==> config.mk <==
export PLATFORM = sky130hd
export DESIGN_NAME = pc_redirect_ctrl
export DESIGN_NICKNAME = d
export VERILOG_FILES = /design/src/rtl/cpu_pkg.sv /design/src/rtl/cp0_regs.sv /design/src/rtl/pc_redirect_ctrl.sv
export SDC_FILE = /design/constraint.sdc
export NUM_CORES = 1
export LEC_CHECK = 0
export CORE_ASPECT_RATIO = 1.4
export CORE_MARGIN = 5
export CORE_UTILIZATION = 35
export CTS_BUF_LIST = sky130_fd_sc_hd__clkbuf_4 sky130_fd_sc_hd__clkbuf_8
export CTS_CLUSTER_SIZE = 16
export DETAILED_ROUTE_END_ITERATION = 8
export GPL_TIMING_DRIVEN = 0
export PLACE_DENSITY = 0.75
export SLEW_MARGIN = 20
export SYNTH_ARGS = -nofsm -noshare
export SYNTH_HDL_FRONTEND = slang
export SYNTH_SLANG_ARGS = --single-unit
==> constraint.sdc <==
create_clock -name clk -period 3.15 [get_ports clk]
set_input_delay 0.4725 -clock clk [delete_from_list [all_inputs] [get_ports clk]]
set_output_delay 0.4725 -clock clk [all_outputs]
set_load 0.01 [all_outputs]
==> src/rtl/cpu_pkg.sv <==
// ----------------------------------------------------------------------------
// cpu_pkg
//   Shared definitions for the MIPS pipeline PC-redirect / CP0 logic.
//   Contents:
//     - next-PC mux select encodings (PCSEL_*)
//     - CP0 register numbers (SR, Cause, EPC, PRId)
//     - ExcCode constants
//     - handler entry address and PRId contents
//     - redirect sequencer state type
// ----------------------------------------------------------------------------
package cpu_pkg;

   // Next-PC mux select
   localparam logic [1:0] PCSEL_SEQ = 2'b00;  // PC+4
   localparam logic [1:0] PCSEL_JR  = 2'b01;  // jr/jalr register
   localparam logic [1:0] PCSEL_NPC = 2'b10;  // branch/jump target
   localparam logic [1:0] PCSEL_EPC = 2'b11;  // eret return

   // CP0 register numbers
   localparam logic [4:0] CP0_SR    = 5'd12;
   localparam logic [4:0] CP0_CAUSE = 5'd13;
   localparam logic [4:0] CP0_EPC   = 5'd14;
   localparam logic [4:0] CP0_PRID  = 5'd15;

   // ExcCode values
   localparam logic [4:0] EXC_INT  = 5'd0;
   localparam logic [4:0] EXC_ADEL = 5'd4;
   localparam logic [4:0] EXC_ADES = 5'd5;
   localparam logic [4:0] EXC_RI   = 5'd10;
   localparam logic [4:0] EXC_OV   = 5'd12;

   localparam logic [31:0] HANDLER_ADDR = 32'h0000_4180;
   localparam logic [31:0] PRID_VAL     = 32'h0000_0000;

   // Redirect sequencer states
   typedef enum logic [1:0] {
      ST_RUN       = 2'd0,
      ST_ENTER     = 2'd1,
      ST_ERET_WAIT = 2'd2
   } state_t;

   // Pack SR into its architectural layout: IM[15:10], EXL[1], IE[0].
   function automatic logic [31:0] pack_sr(input logic [5:0] im,
                                           input logic       exl,
                                           input logic       ie);
      pack_sr = {16'h0000, im, 8'h00, exl, ie};
   endfunction

   // Pack Cause: BD[31], IP[15:10], ExcCode[6:2].
   function automatic logic [31:0] pack_cause(input logic       bd,
                                              input logic [5:0] ip,
                                              input logic [4:0] code);
      pack_cause = {bd, 15'h0000, ip, 3'b000, code, 2'b00};
   endfunction

endpackage

==> src/rtl/cp0_regs.sv <==
// ----------------------------------------------------------------------------
// cp0_regs
//   CP0 register file (SR, Cause, EPC, PRId) with mtc0 write decode, mfc0
//   read mux and the exception/interrupt entry update.
//   Build option: PC_REDIRECT_BD_EN -- when defined, a faulting delay-slot
//   instruction records EPC = pc_m - 4 and Cause.BD = 1.
//   Ports:
//     clk, reset        clock, async active-high reset
//     hw_int[5:0]       interrupt lines, sampled into Cause.IP each cycle
//     take, irq         entry this cycle / entry caused by an interrupt
//     exc_code_m[4:0]   ExcCode of the M-stage exception
//     pc_m[31:0], bd_m  M-stage PC and delay-slot flag
//     exl_clr           eret retires this cycle: clear SR.EXL
//     we, addr, wdata   mtc0 port (already suppressed on entry by the top)
//     im, ie, exl       SR fields for the interrupt qualifier
//     epc               current EPC
//     rdata             mfc0 read data for addr
// ----------------------------------------------------------------------------
module cp0_regs
   import cpu_pkg::*;
(
   input  logic        clk,
   input  logic        reset,
   input  logic [5:0]  hw_int,
   input  logic        take,
   input  logic        irq,
   input  logic [4:0]  exc_code_m,
   input  logic [31:0] pc_m,
   input  logic        bd_m,
   input  logic        exl_clr,
   input  logic        we,
   input  logic [4:0]  addr,
   input  logic [31:0] wdata,
   output logic [5:0]  im,
   output logic        ie,
   output logic        exl,
   output logic [31:0] epc,
   output logic [31:0] rdata
);

   logic [5:0] ip_hw;     // last sampled hw_int
   logic [1:0] ip_sw;     // software interrupt bits Cause.IP[11:10]
   logic       bd;
   logic [4:0] exc_code;

`ifndef PC_REDIRECT_BD_EN
   // Delay-slot tracking is compiled out; bd_m has no consumer in this build.
   logic unused_bd_m;
   assign unused_bd_m = bd_m;
`endif

   always_ff @(posedge clk or posedge reset) begin
      if (reset) begin
         im       <= '0;
         ie       <= 1'b0;
         exl      <= 1'b0;
         ip_hw    <= '0;
         ip_sw    <= '0;
         bd       <= 1'b0;
         exc_code <= '0;
         epc      <= '0;
      end else begin
         ip_hw <= hw_int;
         if (take) begin
            // Entry owns the CP0 state this cycle; any mtc0 is dropped.
            exl      <= 1'b1;
            exc_code <= irq ? EXC_INT : exc_code_m;
`ifdef PC_REDIRECT_BD_EN
            bd       <= bd_m;
            epc      <= bd_m ? (pc_m - 32'd4) : pc_m;
`else
            bd       <= 1'b0;
            epc      <= pc_m;
`endif
         end else begin
            if (we) begin
               case (addr)
                  CP0_SR: begin
                     im  <= wdata[15:10];
                     exl <= wdata[1];
                     ie  <= wdata[0];
                  end
                  CP0_CAUSE: ip_sw <= wdata[11:10];
                  CP0_EPC:   epc   <= wdata;
                  default:   ;
               endcase
            end
            // eret leaving exception level wins over a same-cycle SR write.
            if (exl_clr) begin
               exl <= 1'b0;
            end
         end
      end
   end

   always_comb begin
      rdata = '0;
      case (addr)
         CP0_SR:    rdata = pack_sr(im, exl, ie);
         CP0_CAUSE: rdata = pack_cause(bd, ip_hw | {4'b0000, ip_sw}, exc_code);
         CP0_EPC:   rdata = epc;
         CP0_PRID:  rdata = PRID_VAL;
         default:   rdata = '0;
      endcase
   end

endmodule

==> src/rtl/pc_redirect_ctrl.sv <==
// ----------------------------------------------------------------------------
// pc_redirect_ctrl
//   Next-PC sequencer for the 5-stage MIPS pipeline: chooses PC+4, jr target,
//   branch/jump target or EPC, enters the handler at HANDLER_ADDR on an
//   interrupt or M-stage exception, and generates the flush and eret stall.
//   Build option: PC_REDIRECT_BD_EN (delay-slot EPC/BD recording, in cp0_regs).
//
//   Handshake note: there is no valid/ready pair here; stall and eret_stall
//   are level hold requests, and an asserted stall forces pc_sel to PC+4 while
//   the hazard unit freezes the PC register itself.
//
//   Ports:
//     clk, reset                   clock, async active-high reset
//     stall                        D-stage hazard stall
//     br_taken_d, j_d, jr_d, eret_d  D-stage control-flow decode
//     exc_m, exc_code_m, pc_m, bd_m  M-stage exception info
//     hw_int[5:0]                  external interrupt lines
//     cp0_we_m, cp0_addr_m, cp0_wdata_m  mtc0/mfc0 at M
//     epc_wr_pend                  mtc0 to EPC in flight in E or M
//     pc_sel[1:0]                  next-PC mux select
//     int_take                     next PC is HANDLER_ADDR
//     epc_out                      EPC to the mux
//     flush                        clear IF/ID, ID/EX, EX/MEM
//     eret_stall                   extra D-stall for the eret/EPC hazard
//     cp0_rdata                    mfc0 read data
//     dbg_state[1:0]               sequencer state (state_t encoding)
// ----------------------------------------------------------------------------
module pc_redirect_ctrl
   import cpu_pkg::*;
(
   input  logic        clk,
   input  logic        reset,
   input  logic        stall,
   input  logic        br_taken_d,
   input  logic        j_d,
   input  logic        jr_d,
   input  logic        eret_d,
   input  logic        exc_m,
   input  logic [4:0]  exc_code_m,
   input  logic [31:0] pc_m,
   input  logic        bd_m,
   input  logic [5:0]  hw_int,
   input  logic        cp0_we_m,
   input  logic [4:0]  cp0_addr_m,
   input  logic [31:0] cp0_wdata_m,
   input  logic        epc_wr_pend,
   output logic [1:0]  pc_sel,
   output logic        int_take,
   output logic [31:0] epc_out,
   output logic        flush,
   output logic        eret_stall,
   output logic [31:0] cp0_rdata,
   output logic [1:0]  dbg_state
);

   state_t      state, state_nxt;
   logic [5:0]  im;
   logic        ie, exl;
   logic [31:0] epc;
   logic [31:0] rdata;
   logic        irq, take;
   logic        stall_eret;
   logic        redirect_ok;
   logic [1:0]  sel;
   logic        exl_clr;

   assign irq  = (|(hw_int & im)) & ie & ~exl;
   assign take = (irq | exc_m) & (state == ST_RUN);

   cp0_regs u_cp0 (
      .clk        (clk),
      .reset      (reset),
      .hw_int     (hw_int),
      .take       (take),
      .irq        (irq),
      .exc_code_m (exc_code_m),
      .pc_m       (pc_m),
      .bd_m       (bd_m),
      .exl_clr    (exl_clr),
      .we         (cp0_we_m & ~take),
      .addr       (cp0_addr_m),
      .wdata      (cp0_wdata_m),
      .im         (im),
      .ie         (ie),
      .exl        (exl),
      .epc        (epc),
      .rdata      (rdata)
   );

   always_ff @(posedge clk or posedge reset) begin
      if (reset) begin
         state <= ST_RUN;
      end else begin
         state <= state_nxt;
      end
   end

   always_comb begin
      state_nxt   = state;
      stall_eret  = 1'b0;
      redirect_ok = 1'b0;
      sel         = PCSEL_SEQ;
      case (state)
         ST_RUN: begin
            if (take) begin
               state_nxt = ST_ENTER;
            end else if (eret_d && epc_wr_pend) begin
               // EPC is still being written upstream; hold eret in D.
               stall_eret = 1'b1;
               state_nxt  = ST_ERET_WAIT;
            end else begin
               redirect_ok = 1'b1;
            end
         end
         ST_ENTER: begin
            // Handler's first fetch cycle: sequential, no flush, no retake.
            state_nxt = ST_RUN;
         end
         ST_ERET_WAIT: begin
            if (epc_wr_pend) begin
               stall_eret = 1'b1;
            end else begin
               // EPC has landed: the held eret may redirect this cycle.
               redirect_ok = 1'b1;
               state_nxt   = ST_RUN;
            end
         end
         default: state_nxt = ST_RUN;
      endcase

      if (redirect_ok && !stall) begin
         if (eret_d) begin
            sel = PCSEL_EPC;
         end else if (jr_d) begin
            sel = PCSEL_JR;
         end else if (br_taken_d || j_d) begin
            sel = PCSEL_NPC;
         end
      end
   end

   assign exl_clr = (sel == PCSEL_EPC);

   // Outputs read as 0 for as long as reset is held, independent of inputs.
   assign pc_sel     = reset ? PCSEL_SEQ : sel;
   assign int_take   = ~reset & take;
   assign flush      = ~reset & take;
   assign eret_stall = ~reset & stall_eret;
   assign epc_out    = reset ? 32'h0 : epc;
   assign cp0_rdata  = reset ? 32'h0 : rdata;
   assign dbg_state  = reset ? ST_RUN : state;

endmodule

==> results.md <==
- Status: finished, final reports clean
- Synth Area in XOR/XNOR: 0%
- Ports: around 160
- Largest net degree at the start of global routing: 37
- Die Y: about 130 um
- Hold path cells: 1
- Peak supply drop: 0.000251 V
- Final nets: between 500 and 600
- Synthesized area: about 0.0035 mm2
- Post-synth EDFFs: 0
- Syn_area_per_cell: ~12 um2
- Syn Nets: 375
- Area Overhead vs Synth: 58.8%
- Max-slew violation count: 0
- Clock Latency Late Sink: 0.31 ns
- Synth Instances: approximately 280
- P_leak: roughly 2.5 nW
- Port bufs: roughly 160
- Clock-pin slew on the worst setup and hold paths: around 0.1 ns
- Final setup vio count: 0
- CTS H-tree lvls: 2
- HPWL Detailed: 8660 um
- Worst Path Required: ~2.7 ns
- Via/cell ratio: ~5.0
- Worst Setup End Kind: primary output
- Final WL: 11,100 um
- Seq/Total Area, Yosys: around two fifths
- Drt wl/cell: 18.7 um
- Count of cell types in the netlist: 38
- Compound-gate portion of the synthesized area: 7.09%
- Ys async rst share: 100%
- Synth warn: 0
- Congestion Overflow GR: 0
- Pwr dens: ~400 mW/mm2
- Final hold slack: slightly above 0.5 ns
- First-pass GRT wire length: approximately 17,000 um
- ANT nets after route: 0
- Share of layout cells above drive strength 1: 26.3%
- Row Count: 43
- Synth Flop Type: dfrtp_1
- Crit path time final: between 3 and 4 ns
- Vias in the first global route: about 3,200
- CTS tree: built
- Multiplexer area fraction after synthesis: 33.1%
- Starting Density: 35.3%
- Reg2reg path depth: 5
- Final Total Pwr: approximately 2.2 mW
- Die W: roughly 94 um
- CP arrival: between 2 and 3 ns
- Root Buffer: clkbuf_8
- Initial antenna violation count: 0
- Die area: between 0.01 and 0.015 mm2
- Core Footprint: 0.00979 mm2
- Via count: 2,945
- Clk_skew: 0.00650 ns
- Clock Sink Count: 55
- Fin crit share: between 90% and 100%
- Maxcap violations: 0
- DRC: 0
- Finished Layout Cells: between 500 and 600
- Diode count: 0
- Largest family of logic cells by synthesized area: multiplexers
- Num CTS Buffers: 5
- Worst min-delay path class: reg2reg
- DRT iter0 DRCs: 89
- GPL Wtd Cong: about 0.8
- Worst Path Max Fanout: 5
- Placed cells: approximately 580
- Slew @ Worst Pin: approximately 0.61 ns
- First-pass DRT Iterations: 4
- Fmax: 0.325 GHz
- Max_slew headroom: 59.6%
- Simple-gate share of the synthesized area: around 15%
- Synth Area in Adders: 0%
- Clock buffer depth: 2
- CP Launch Type: input port
- WS Path Type: in2out
- Count of final hold-check violations: 0
- Seq cells post-synth: 55
- Gr usage total: a little under a fifth
## registers in the layout (all words and copies together), names as in the netlist
register        cells
u_cp0.ip_hw         6
u_cp0.im            6
u_cp0.epc          32
u_cp0.exl           1
u_cp0.ie            1
state               2
u_cp0.exc_code      5
u_cp0.ip_sw         2
## cells in the mapped netlist, types with 2 or more instances
master    instances  area [um2]
mux2_4           60         901
dfrtp_1          55        1380
nor2b_1          34         213
and3_1           19         119
mux2_2           19         214
nor2_1           16        60.1
a22oi_1          12        90.1
clkbuf_1         11        41.3
a22o_1            5        43.8
inv_1             5        18.8
nand2_1           4        15.0
o21ai_0           4        20.0
a21oi_1           3        15.0
buf_12            3        60.1
buf_2             3        15.0
mux2i_1           3        30.0
o211a_1           3        30.0
buf_6             2        22.5
nor3_1            2        10.0
nor3b_1           2        15.0
nor4_1            2        12.5
## power breakdown
| group | internal [mW] | leakage (nW) | switching, mW |
|---|---|---|---|
| clock network | 0.258 | 0.0612 | 0.241 |
| registers | 0.830 | 0.658 | 0.0918 |
| logic | 0.533 | 1.79 | 0.261 |
| total | 1.62 | 2.51 | 0.593 |
## placed cells by master, fill, tap and decap left out, types with 2 or more instances in the layout
| cell type | n |
|---|---|
| clkdlybuf4s50_1 | 158 |
| mux2_4 | 60 |
| dfrtp_1 | 55 |
| nor2b_1 | 34 |
| mux2_2 | 19 |
| and3_1 | 19 |
| nor2_1 | 16 |
| a22oi_1 | 9 |
| clkbuf_8 | 7 |
| buf_4 | 7 |
| inv_1 | 5 |
| a22o_1 | 5 |
| clkbuf_1 | 5 |
| buf_6 | 4 |
| buf_12 | 4 |
| buf_2 | 4 |
| o21ai_0 | 4 |
| nand2_1 | 4 |
| a22oi_2 | 3 |
| o211a_1 | 3 |
| a21oi_1 | 3 |
| mux2i_1 | 3 |
| o21ai_2 | 2 |
| nor4_1 | 2 |
## logic make-up (layout without fill, tap and decap cells)
kind of cell,after synthesis,after routing
multiplexers,82,82
flip-flops,55,55
AO/OA/AOI/OAI,33,33
AND/OR/NAND/NOR,88,88
buffers and inverters,26,199
## through the flow
step	cell area [um2]	utilization (%)	TNS (ns)	setup WS, ns
floorplan	3460	-	0	0.965
global placement	5220	53.3	-10.66	-0.558
detailed placement	5240	53.5	-10.69	-0.547
CTS	5410	55.2	-0.0254	-0.0254
global route	5490	56.1	-0.00548	-0.00548
finish	5490	56.1	0	0.0692
## per-layer routing
metal | up-vias | wire length, um | track usage [%] | part of all wire, %
met5 | - | 0 | 0 | 0
met4 | 0 | 340 | 6.80 | 3.1
met3 | 19 | 595 | 3.36 | 5.4
met2 | 136 | 5860 | 32.5 | 53
met1 | 1427 | 4290 | 21.4 | 39
li1 | 1363 | - | - | -
## final timing paths
kind                                               startpoint  slack, ns                             to
min in group asynchronous                               reset       0.74       u_cp0.epc[8]$_DFFE_PP0P_
worst min register to register  u_cp0.exc_code[4]$_DFFE_PP0P_       0.51  u_cp0.exc_code[4]$_DFFE_PP0P_
worst min-delay path            u_cp0.exc_code[4]$_DFFE_PP0P_       0.51  u_cp0.exc_code[4]$_DFFE_PP0P_
worst max-delay path                            cp0_addr_m[4]       0.07                  cp0_rdata[15]
worst max register to register        u_cp0.im[4]$_DFFE_PP0P_       1.21      u_cp0.epc[19]$_DFFE_PP0P_
max in group asynchronous                               reset       1.94        u_cp0.im[4]$_DFFE_PP0P_
## area by class of cell
type,instances,area [um2]
fill,881,4300
multi-input combinational,203,1970
timing repair buffer,166,1660
sequential,55,1380
buffer,19,173
tap,135,169
clock buffer,6,82.6
clock inverter,2,35.0
inverter,6,25.0
## critical path, stage by stage
cell             delay, ns
clkdlybuf4s50_1       0.45
nand3b_1              0.18
buf_4                 0.17
nor3b_4               0.29
buf_2                 0.25
a22oi_1               0.10
nor2_1                0.13
clkdlybuf4s50_1       0.55
## timing repair
item | 4_1_cts | 5_1_grt
hold buffers | 0 | 0
gates cloned | 0 | 1
setup buffers | 0 | 5
resized for setup | 13 | 15
pin swaps | 0 | 2
endpoints found under the setup margin | 32 | 34
(Power assumes the default switching activity.)
